File: src/rtl/system_reset_pkg.sv
// Shared types and helpers for the staged reset sequencer.
// Holds the sequencer state encoding and the counter-width helper.
package system_reset_pkg;

    typedef enum logic [1:0] {
        WAIT_LOCK  = 2'd0,
        PERIPH_RUN = 2'd1,
        RUN        = 2'd2
    } reset_seq_state_t;

    // Width able to hold the values 0..n inclusive.
    function automatic int counter_width(input int n);
        return (n < 1) ? 1 : $clog2(n + 1);
    endfunction

    localparam int LP_DEF_LOCK_STABLE = 1024;
    localparam int LP_DEF_STAGE_DELAY = 16;
    localparam int LP_DEF_DEBOUNCE    = 500000;

endpackage

File: src/rtl/system_reset_sequencer_if.sv
// Board-facing signal bundle of the reset sequencer.
// Ports: iPLL_LOCK, iRESET_BUTTON_N (to sequencer); oRESET_PERIPH,
// oRESET_CORE, oSYSTEM_READY (from sequencer).
interface system_reset_sequencer_if;

    logic iPLL_LOCK;
    logic iRESET_BUTTON_N;
    logic oRESET_PERIPH;
    logic oRESET_CORE;
    logic oSYSTEM_READY;

    modport master (
        output iPLL_LOCK,
        output iRESET_BUTTON_N,
        input  oRESET_PERIPH,
        input  oRESET_CORE,
        input  oSYSTEM_READY
    );

    modport slave (
        input  iPLL_LOCK,
        input  iRESET_BUTTON_N,
        output oRESET_PERIPH,
        output oRESET_CORE,
        output oSYSTEM_READY
    );

endinterface

File: src/rtl/reset_button_debounce.sv
// 2-FF synchronizer and debouncer for the active-low reset push-button.
// Ports: i_clk, i_rst (sync, active-high), i_button_n (async, bouncy),
// o_pressed (debounced, active-high "button pressed").
module reset_button_debounce
    import system_reset_pkg::*;
#(
    parameter int P_DEBOUNCE_CYCLES = LP_DEF_DEBOUNCE
) (
    input  logic i_clk,
    input  logic i_rst,
    input  logic i_button_n,
    output logic o_pressed
);

    localparam int LP_W = counter_width(P_DEBOUNCE_CYCLES);
    localparam logic [LP_W-1:0] LP_LAST = LP_W'(P_DEBOUNCE_CYCLES - 1);

    // Synchronizer carries the inverted (pressed) level so that its
    // cleared state already agrees with the "not pressed" output.
    logic            r_sync1;
    logic            r_sync2;
    logic            r_pressed;
    logic [LP_W-1:0] r_count;

    always_ff @(posedge i_clk) begin
        if (i_rst) begin
            r_sync1   <= 1'b0;
            r_sync2   <= 1'b0;
            r_pressed <= 1'b0;
            r_count   <= '0;
        end else begin
            r_sync1 <= ~i_button_n;
            r_sync2 <= r_sync1;
            if (r_sync2 != r_pressed) begin
                // The differing sample on which the count hits its last
                // value completes the run and flips the output.
                if (r_count >= LP_LAST) begin
                    r_pressed <= r_sync2;
                    r_count   <= '0;
                end else begin
                    r_count <= r_count + 1'b1;
                end
            end else begin
                r_count <= '0;
            end
        end
    end

    assign o_pressed = r_pressed;

endmodule

File: src/rtl/system_reset_sequencer.sv
// Staged reset generator: peripherals leave reset after a stable PLL lock,
// the core a fixed number of cycles later; lock loss or button re-enters
// full reset.
// Ports: iCLOCK, iRESET_SYNC (sync, active-high), bus (slave modport:
// iPLL_LOCK, iRESET_BUTTON_N in; oRESET_PERIPH, oRESET_CORE,
// oSYSTEM_READY out).
module system_reset_sequencer
    import system_reset_pkg::*;
#(
    parameter int P_LOCK_STABLE_CYCLES = LP_DEF_LOCK_STABLE,
    parameter int P_STAGE_DELAY        = LP_DEF_STAGE_DELAY,
    parameter int P_DEBOUNCE_CYCLES    = LP_DEF_DEBOUNCE
) (
    input  logic                    iCLOCK,
    input  logic                    iRESET_SYNC,
    system_reset_sequencer_if.slave bus
);

    localparam int LP_LOCK_W  = counter_width(P_LOCK_STABLE_CYCLES);
    localparam int LP_STAGE_W = counter_width(P_STAGE_DELAY);

    localparam logic [LP_LOCK_W-1:0] LP_LOCK_LAST =
        LP_LOCK_W'(P_LOCK_STABLE_CYCLES - 1);
    localparam logic [LP_STAGE_W-1:0] LP_STAGE_LAST =
        LP_STAGE_W'(P_STAGE_DELAY - 1);

    reset_seq_state_t       r_state;
    logic                   r_lock_meta;
    logic                   r_lock_s;
    logic [LP_LOCK_W-1:0]   r_stable_cnt;
    logic [LP_STAGE_W-1:0]  r_stage_cnt;
    logic                   r_reset_periph;
    logic                   r_reset_core;
    logic                   r_system_ready;

    logic                   w_btn_pressed;
    logic                   w_abort;
    reset_seq_state_t       w_next_state;
    logic [LP_LOCK_W-1:0]   w_stable_nxt;
    logic [LP_STAGE_W-1:0]  w_stage_nxt;

    reset_button_debounce #(
        .P_DEBOUNCE_CYCLES (P_DEBOUNCE_CYCLES)
    ) u_debounce (
        .i_clk      (iCLOCK),
        .i_rst      (iRESET_SYNC),
        .i_button_n (bus.iRESET_BUTTON_N),
        .o_pressed  (w_btn_pressed)
    );

    assign w_abort = ~r_lock_s | w_btn_pressed;

    always_comb begin
        w_next_state = r_state;
        w_stable_nxt = r_stable_cnt;
        w_stage_nxt  = r_stage_cnt;
        if (w_abort) begin
            w_next_state = WAIT_LOCK;
            w_stable_nxt = '0;
            w_stage_nxt  = '0;
        end else begin
            unique case (r_state)
                WAIT_LOCK: begin
                    if (r_stable_cnt == LP_LOCK_LAST) begin
                        w_next_state = PERIPH_RUN;
                        w_stable_nxt = '0;
                        w_stage_nxt  = '0;
                    end else if (r_stable_cnt < LP_LOCK_LAST) begin
                        w_stable_nxt = r_stable_cnt + 1'b1;
                    end
                end
                PERIPH_RUN: begin
                    if (r_stage_cnt == LP_STAGE_LAST) begin
                        w_next_state = RUN;
                    end else if (r_stage_cnt < LP_STAGE_LAST) begin
                        w_stage_nxt = r_stage_cnt + 1'b1;
                    end
                end
                RUN: begin
                    w_next_state = RUN;
                end
                default: begin
                    w_next_state = WAIT_LOCK;
                    w_stable_nxt = '0;
                    w_stage_nxt  = '0;
                end
            endcase
        end
    end

    // Outputs are decoded from the next state so they move on the same
    // edge as the state itself.
    always_ff @(posedge iCLOCK) begin
        if (iRESET_SYNC) begin
            r_state        <= WAIT_LOCK;
            r_lock_meta    <= 1'b0;
            r_lock_s       <= 1'b0;
            r_stable_cnt   <= '0;
            r_stage_cnt    <= '0;
            r_reset_periph <= 1'b1;
            r_reset_core   <= 1'b1;
            r_system_ready <= 1'b0;
        end else begin
            r_lock_meta    <= bus.iPLL_LOCK;
            r_lock_s       <= r_lock_meta;
            r_state        <= w_next_state;
            r_stable_cnt   <= w_stable_nxt;
            r_stage_cnt    <= w_stage_nxt;
            r_reset_periph <= (w_next_state == WAIT_LOCK);
            r_reset_core   <= (w_next_state != RUN);
            r_system_ready <= (w_next_state == RUN);
        end
    end

    assign bus.oRESET_PERIPH = r_reset_periph;
    assign bus.oRESET_CORE   = r_reset_core;
    assign bus.oSYSTEM_READY = r_system_ready;

endmodule

File: src/flat_wrapper.sv
// flat-port wrapper written by rule: the top's interface ports become plain ports
module system_reset_sequencer_flat import system_reset_pkg::*;
#(
    parameter int P_LOCK_STABLE_CYCLES = LP_DEF_LOCK_STABLE,
    parameter int P_STAGE_DELAY        = LP_DEF_STAGE_DELAY,
    parameter int P_DEBOUNCE_CYCLES    = LP_DEF_DEBOUNCE
)
  (iCLOCK, iRESET_SYNC, bus_iPLL_LOCK, bus_iRESET_BUTTON_N, bus_oRESET_PERIPH, bus_oRESET_CORE, bus_oSYSTEM_READY);
  system_reset_sequencer_if bus_i ();
  input  logic iCLOCK;
  input  logic iRESET_SYNC;
  input wire logic [$bits(bus_i.iPLL_LOCK)-1:0] bus_iPLL_LOCK;
  input wire logic [$bits(bus_i.iRESET_BUTTON_N)-1:0] bus_iRESET_BUTTON_N;
  output wire logic [$bits(bus_i.oRESET_PERIPH)-1:0] bus_oRESET_PERIPH;
  output wire logic [$bits(bus_i.oRESET_CORE)-1:0] bus_oRESET_CORE;
  output wire logic [$bits(bus_i.oSYSTEM_READY)-1:0] bus_oSYSTEM_READY;
  assign bus_i.iPLL_LOCK = bus_iPLL_LOCK;
  assign bus_i.iRESET_BUTTON_N = bus_iRESET_BUTTON_N;
  assign bus_oRESET_PERIPH = bus_i.oRESET_PERIPH;
  assign bus_oRESET_CORE = bus_i.oRESET_CORE;
  assign bus_oSYSTEM_READY = bus_i.oSYSTEM_READY;
  system_reset_sequencer #(.P_LOCK_STABLE_CYCLES(P_LOCK_STABLE_CYCLES), .P_STAGE_DELAY(P_STAGE_DELAY), .P_DEBOUNCE_CYCLES(P_DEBOUNCE_CYCLES)) u_core (.iCLOCK(iCLOCK), .iRESET_SYNC(iRESET_SYNC), .bus(bus_i));
endmodule
File: config.mk
export PLATFORM = sky130hd
export DESIGN_NAME = system_reset_sequencer_flat
export DESIGN_NICKNAME = d
export VERILOG_FILES = /design/src/rtl/system_reset_pkg.sv /design/src/rtl/system_reset_sequencer_if.sv /design/src/rtl/reset_button_debounce.sv /design/src/rtl/system_reset_sequencer.sv /design/src/flat_wrapper.sv
export SDC_FILE = /design/constraint.sdc
export NUM_CORES = 1
export LEC_CHECK = 0
export ABC_CLOCK_PERIOD_IN_PS = 4420
export CORE_UTILIZATION = 55
export DETAILED_ROUTE_END_ITERATION = 12
export PLACE_DENSITY = 0.84
export SYNTH_ARGS = -nofsm -noshare
export SYNTH_HDL_FRONTEND = slang
export SYNTH_HIERARCHICAL = 1
export SYNTH_SLANG_ARGS = --single-unit
File: constraint.sdc
create_clock -name iCLOCK -period 4.42 [get_ports iCLOCK]
set_clock_uncertainty 0.15 [all_clocks]
set_input_delay 0.884 -clock iCLOCK [delete_from_list [all_inputs] [get_ports iCLOCK]]
set_output_delay 0.884 -clock iCLOCK [all_outputs]
set_load 0.05 [all_outputs]
==> impl_metrics.json <==
{
  "status": "completed",
  "leakage_nw": 0.820,
  "path_clk_slew_ns": 0.08,
  "area_delta_synth_final_pct": 6.78,
  "via_per_inst": 6.01,
  "cts_hold_buffers": 0,
  "synth_top_area_frac": 0.400,
  "grtUsageTotal": 0.209,
  "antenna_found_initial": 0,
  "nNetsFinal": 270,
  "fillers": 315,
  "arrival_ns": 2.61,
  "slew_headroom": 0.605,
  "route.vias.total": 1840,
  "stdcell_area_um2": 2400,
  "synth_top_flop_cell": "dfxtp_1",
  "wl_um": 4130,
  "cts_buffer_depth": 2,
  "rsz0062_at_grt": "false",
  "yosys-top-cells-area": "dfxtp_1, nor2_1, ha_1, xor2_1, nand3_1",
  "synth_cell_type_count": 60,
  "hold_end": "u_core/r_lock_s",
  "clkSinkCount": 45,
  "avgRoutedWirePerCell_um": 13.5,
  "grt_pass1_wl_um": 7040,
  "setup_viol": 0,
  "wl_met3_um": 175,
  "reg2reg_from": "u_core/u_debounce/r_count[10]",
  "synthCells": 254,
  "worstSetupStartpointType": "input port",
  "synthXorXnorAreaFrac": 0.0661,
  "postSynthNetCount": 266,
  "route.detailed.drc": 0,
  "grt-ovfl-total": 0,
  "max_cap_viol_count": 0,
  "core-area_um2": 3800,
  "gp_congestion": 0.855,
  "avgSynthCellArea_um2": 8.87,
  "worstSkewPairLatency_ns": 0.29,
  "initial_core_util": 0.593,
  "highest_layer": "met4",
  "chipWidth_um": 66.0,
  "r2r-end": "u_core/u_debounce/r_count[3]",
  "grt_pass1_vias": 1625,
  "regArea_um2": 901,
  "htreeDepth": 2,
  "synthMuxAreaShare": 0.00889,
  "ant_nets": 0,
  "crit_type": "input port to flip-flop",
  "dp_hpwl_um": 2860,
  "m1WireLength_um": 2100,
  "period_share": 0.582,
  "drt_iter0_markers": 116,
  "synth_area_leader_cell": "dfxtp_1",
  "synth-seq-cells": 45,
  "routed-wl-met2_um": 1790,
  "fmax_ghz": 0.389,
  "dr.pass1.iters": 4,
  "worst_path_largest_cell_delay_ns": 0.63,
  "required_ns": 4.46,
  "synth_edf_count": 0,
  "synth_top_family_by_area": "simple AND/OR/NAND/NOR gates",
  "whs_path_depth": 1,
  "multiInputGateArea_um2": 1260,
  "hold_viol": 0,
  "cts_resized": 0,
  "slew_viol_final": 0,
  "r2r_slack_ns": 2.17,
  "layout-drive-gt1-share": 0.0814,
  "synthAdderAreaFrac": 0.0444,
  "holdCritStartpoint": "u_core/r_lock_meta",
  "cp_cell_sequence": "clkdlybuf4s50_1, or3b_2, nor3_1, o31ai_2, a21o_1",
  "timing.setup.tns_ns": 0,
  "async_flop_share": 0,
  "cts_buffers": 5,
  "die_y_um": 66.0,
  "die_area_um2": 4350,
  "critPathCaptureType": "flip-flop",
  "dpl-instance-area_um2": 2320,
  "tightest_slew_ns": 0.588,
  "seq_area_frac_synth": 0.400,
  "r2r_cells": 5,
  "worst_ir_drop_vdd_mv": 0.182,
  "cts_root_buf": "clkbuf_8",
  "utilization": 0.633,
  "cts_tree": "done",
  "startpoint": "iRESET_SYNC",
  "yosysWarnings": 6,
  "synth-compound-area-share": 0.166,
  "period_needed_ns": 2.57,
  "grt_start_max_net_pins": 19,
  "synth-simple-area-share": 0.273,
  "synth_area_um2": 2250,
  "port_buffers": 6,
  "postCtsSetupRepairBufs": 0,
  "cpMaxStageDelayCell": "or3b_2",
  "synth_common_cells": "dfxtp_1, nor2_1, nand2_1",
  "power_density_nw_per_um2": 280,
  "hp-class": "flip-flop to flip-flop",
  "yosys.cell_count.top_type": "dfxtp_1",
  "io_pins": 7,
  "insertedDiodeCount": 0,
  "cp_max_fo": 10,
  "fp-row-count": 22
}
[worst max-delay path: cells and delay by family]
family	cells	cell delay [ns]
compound gates	2	0.30
buf+inv	1	0.54
simple gates	2	0.89
[through the flow]
stage / hold slack (ns) / worst slack (ns) / power (mW) / cells
final: 0.305 / 1.85 / 0.673 / 306
after CTS: 0.307 / 1.83 / 0.675 / 306
after detailed placement: 0.290 / 1.52 / 0.429 / 299
after global placement: 0.272 / 1.57 / 0.428 / 299
after global routing: 0.323 / 1.70 / 0.693 / 306
after floorplan: 0.264 / 2.21 / 0.424 / 254
[cells in the final DEF, fill, tap and decap left out, types with 3 or more instances in the layout]
cell type and count:
a21boi_0 3, a21o_1 3, a21oi_1 7, a31oi_1 3, and3_1 5, clkbuf_8 6, clkdlybuf4s50_1 6, dfxtp_1 45
ha_1 8, inv_1 10, nand2_1 17, nand3_1 13, nand4_1 7, nand4b_1 3, nor2_1 36, nor2b_1 5
nor3_1 5, o21ai_0 6, o22ai_1 5, xnor2_1 7, xor2_1 10
[area by class of cell]
class,instances,share of cell area
multi-input combinational,189,0.522
clock buffer,7,0.0359
inverter,11,0.0172
sequential,45,0.375
timing repair buffer,6,0.0250
tap,48,0.0250
[routing by layer]
layer | vias to the layer above | global-route usage
li1 | 919 | -
met1 | 863 | 0.287
met2 | 49 | 0.325
met3 | 9 | 0.0362
met4 | 0 | 0.0798
met5 | - | 0
[logic make-up (layout without fill, tap and decap cells)]
logic type                 Yosys count  in the layout
AOI/OAI and AO/OA                   47             47
xor gates and xnor gates            17             17
adders and majority gates            8              8
buffers and inverters               20             24
DFF                                 45             45
muxes                                2              2
and+or+nand+nor                    115            115
[report_power, final]
group | switching (mW) | total, mW | internal [mW]
clock | 0.130 | 0.255 | 0.124
combinational | 0.00565 | 0.0105 | 0.00482
sequential | 0.00107 | 0.408 | 0.407
[state kept, by name, indices dropped and copies added (netlist names)]
register / count
u_core/bus.oRESET_CORE: 1
u_core/r_state: 2
u_core/u_debounce/r_count: 19
u_core/u_debounce/r_sync2: 1
u_core/r_lock_s: 1
u_core/u_debounce/o_pressed: 1
u_core/u_debounce/r_sync1: 1
u_core/r_stage_cnt: 5
u_core/r_lock_meta: 1
u_core/bus.oSYSTEM_READY: 1
u_core/bus.oRESET_PERIPH: 1
u_core/r_stable_cnt: 11
[worst max-delay path by stage]
stage                        endpoint  slack (ns)  cells past startpoint
2_1_floorplan  u_core/bus.oRESET_CORE        2.21                      5
3_3_place_gp   u_core/bus.oRESET_CORE        1.57                      5
3_5_place_dp   u_core/bus.oRESET_CORE        1.52                      5
4_1_cts        u_core/bus.oRESET_CORE        1.83                      5
5_1_grt        u_core/bus.oRESET_CORE        1.70                      5
6_report       u_core/bus.oRESET_CORE        1.85                      5
No activity file was read; power rests on OpenSTA's default activity.
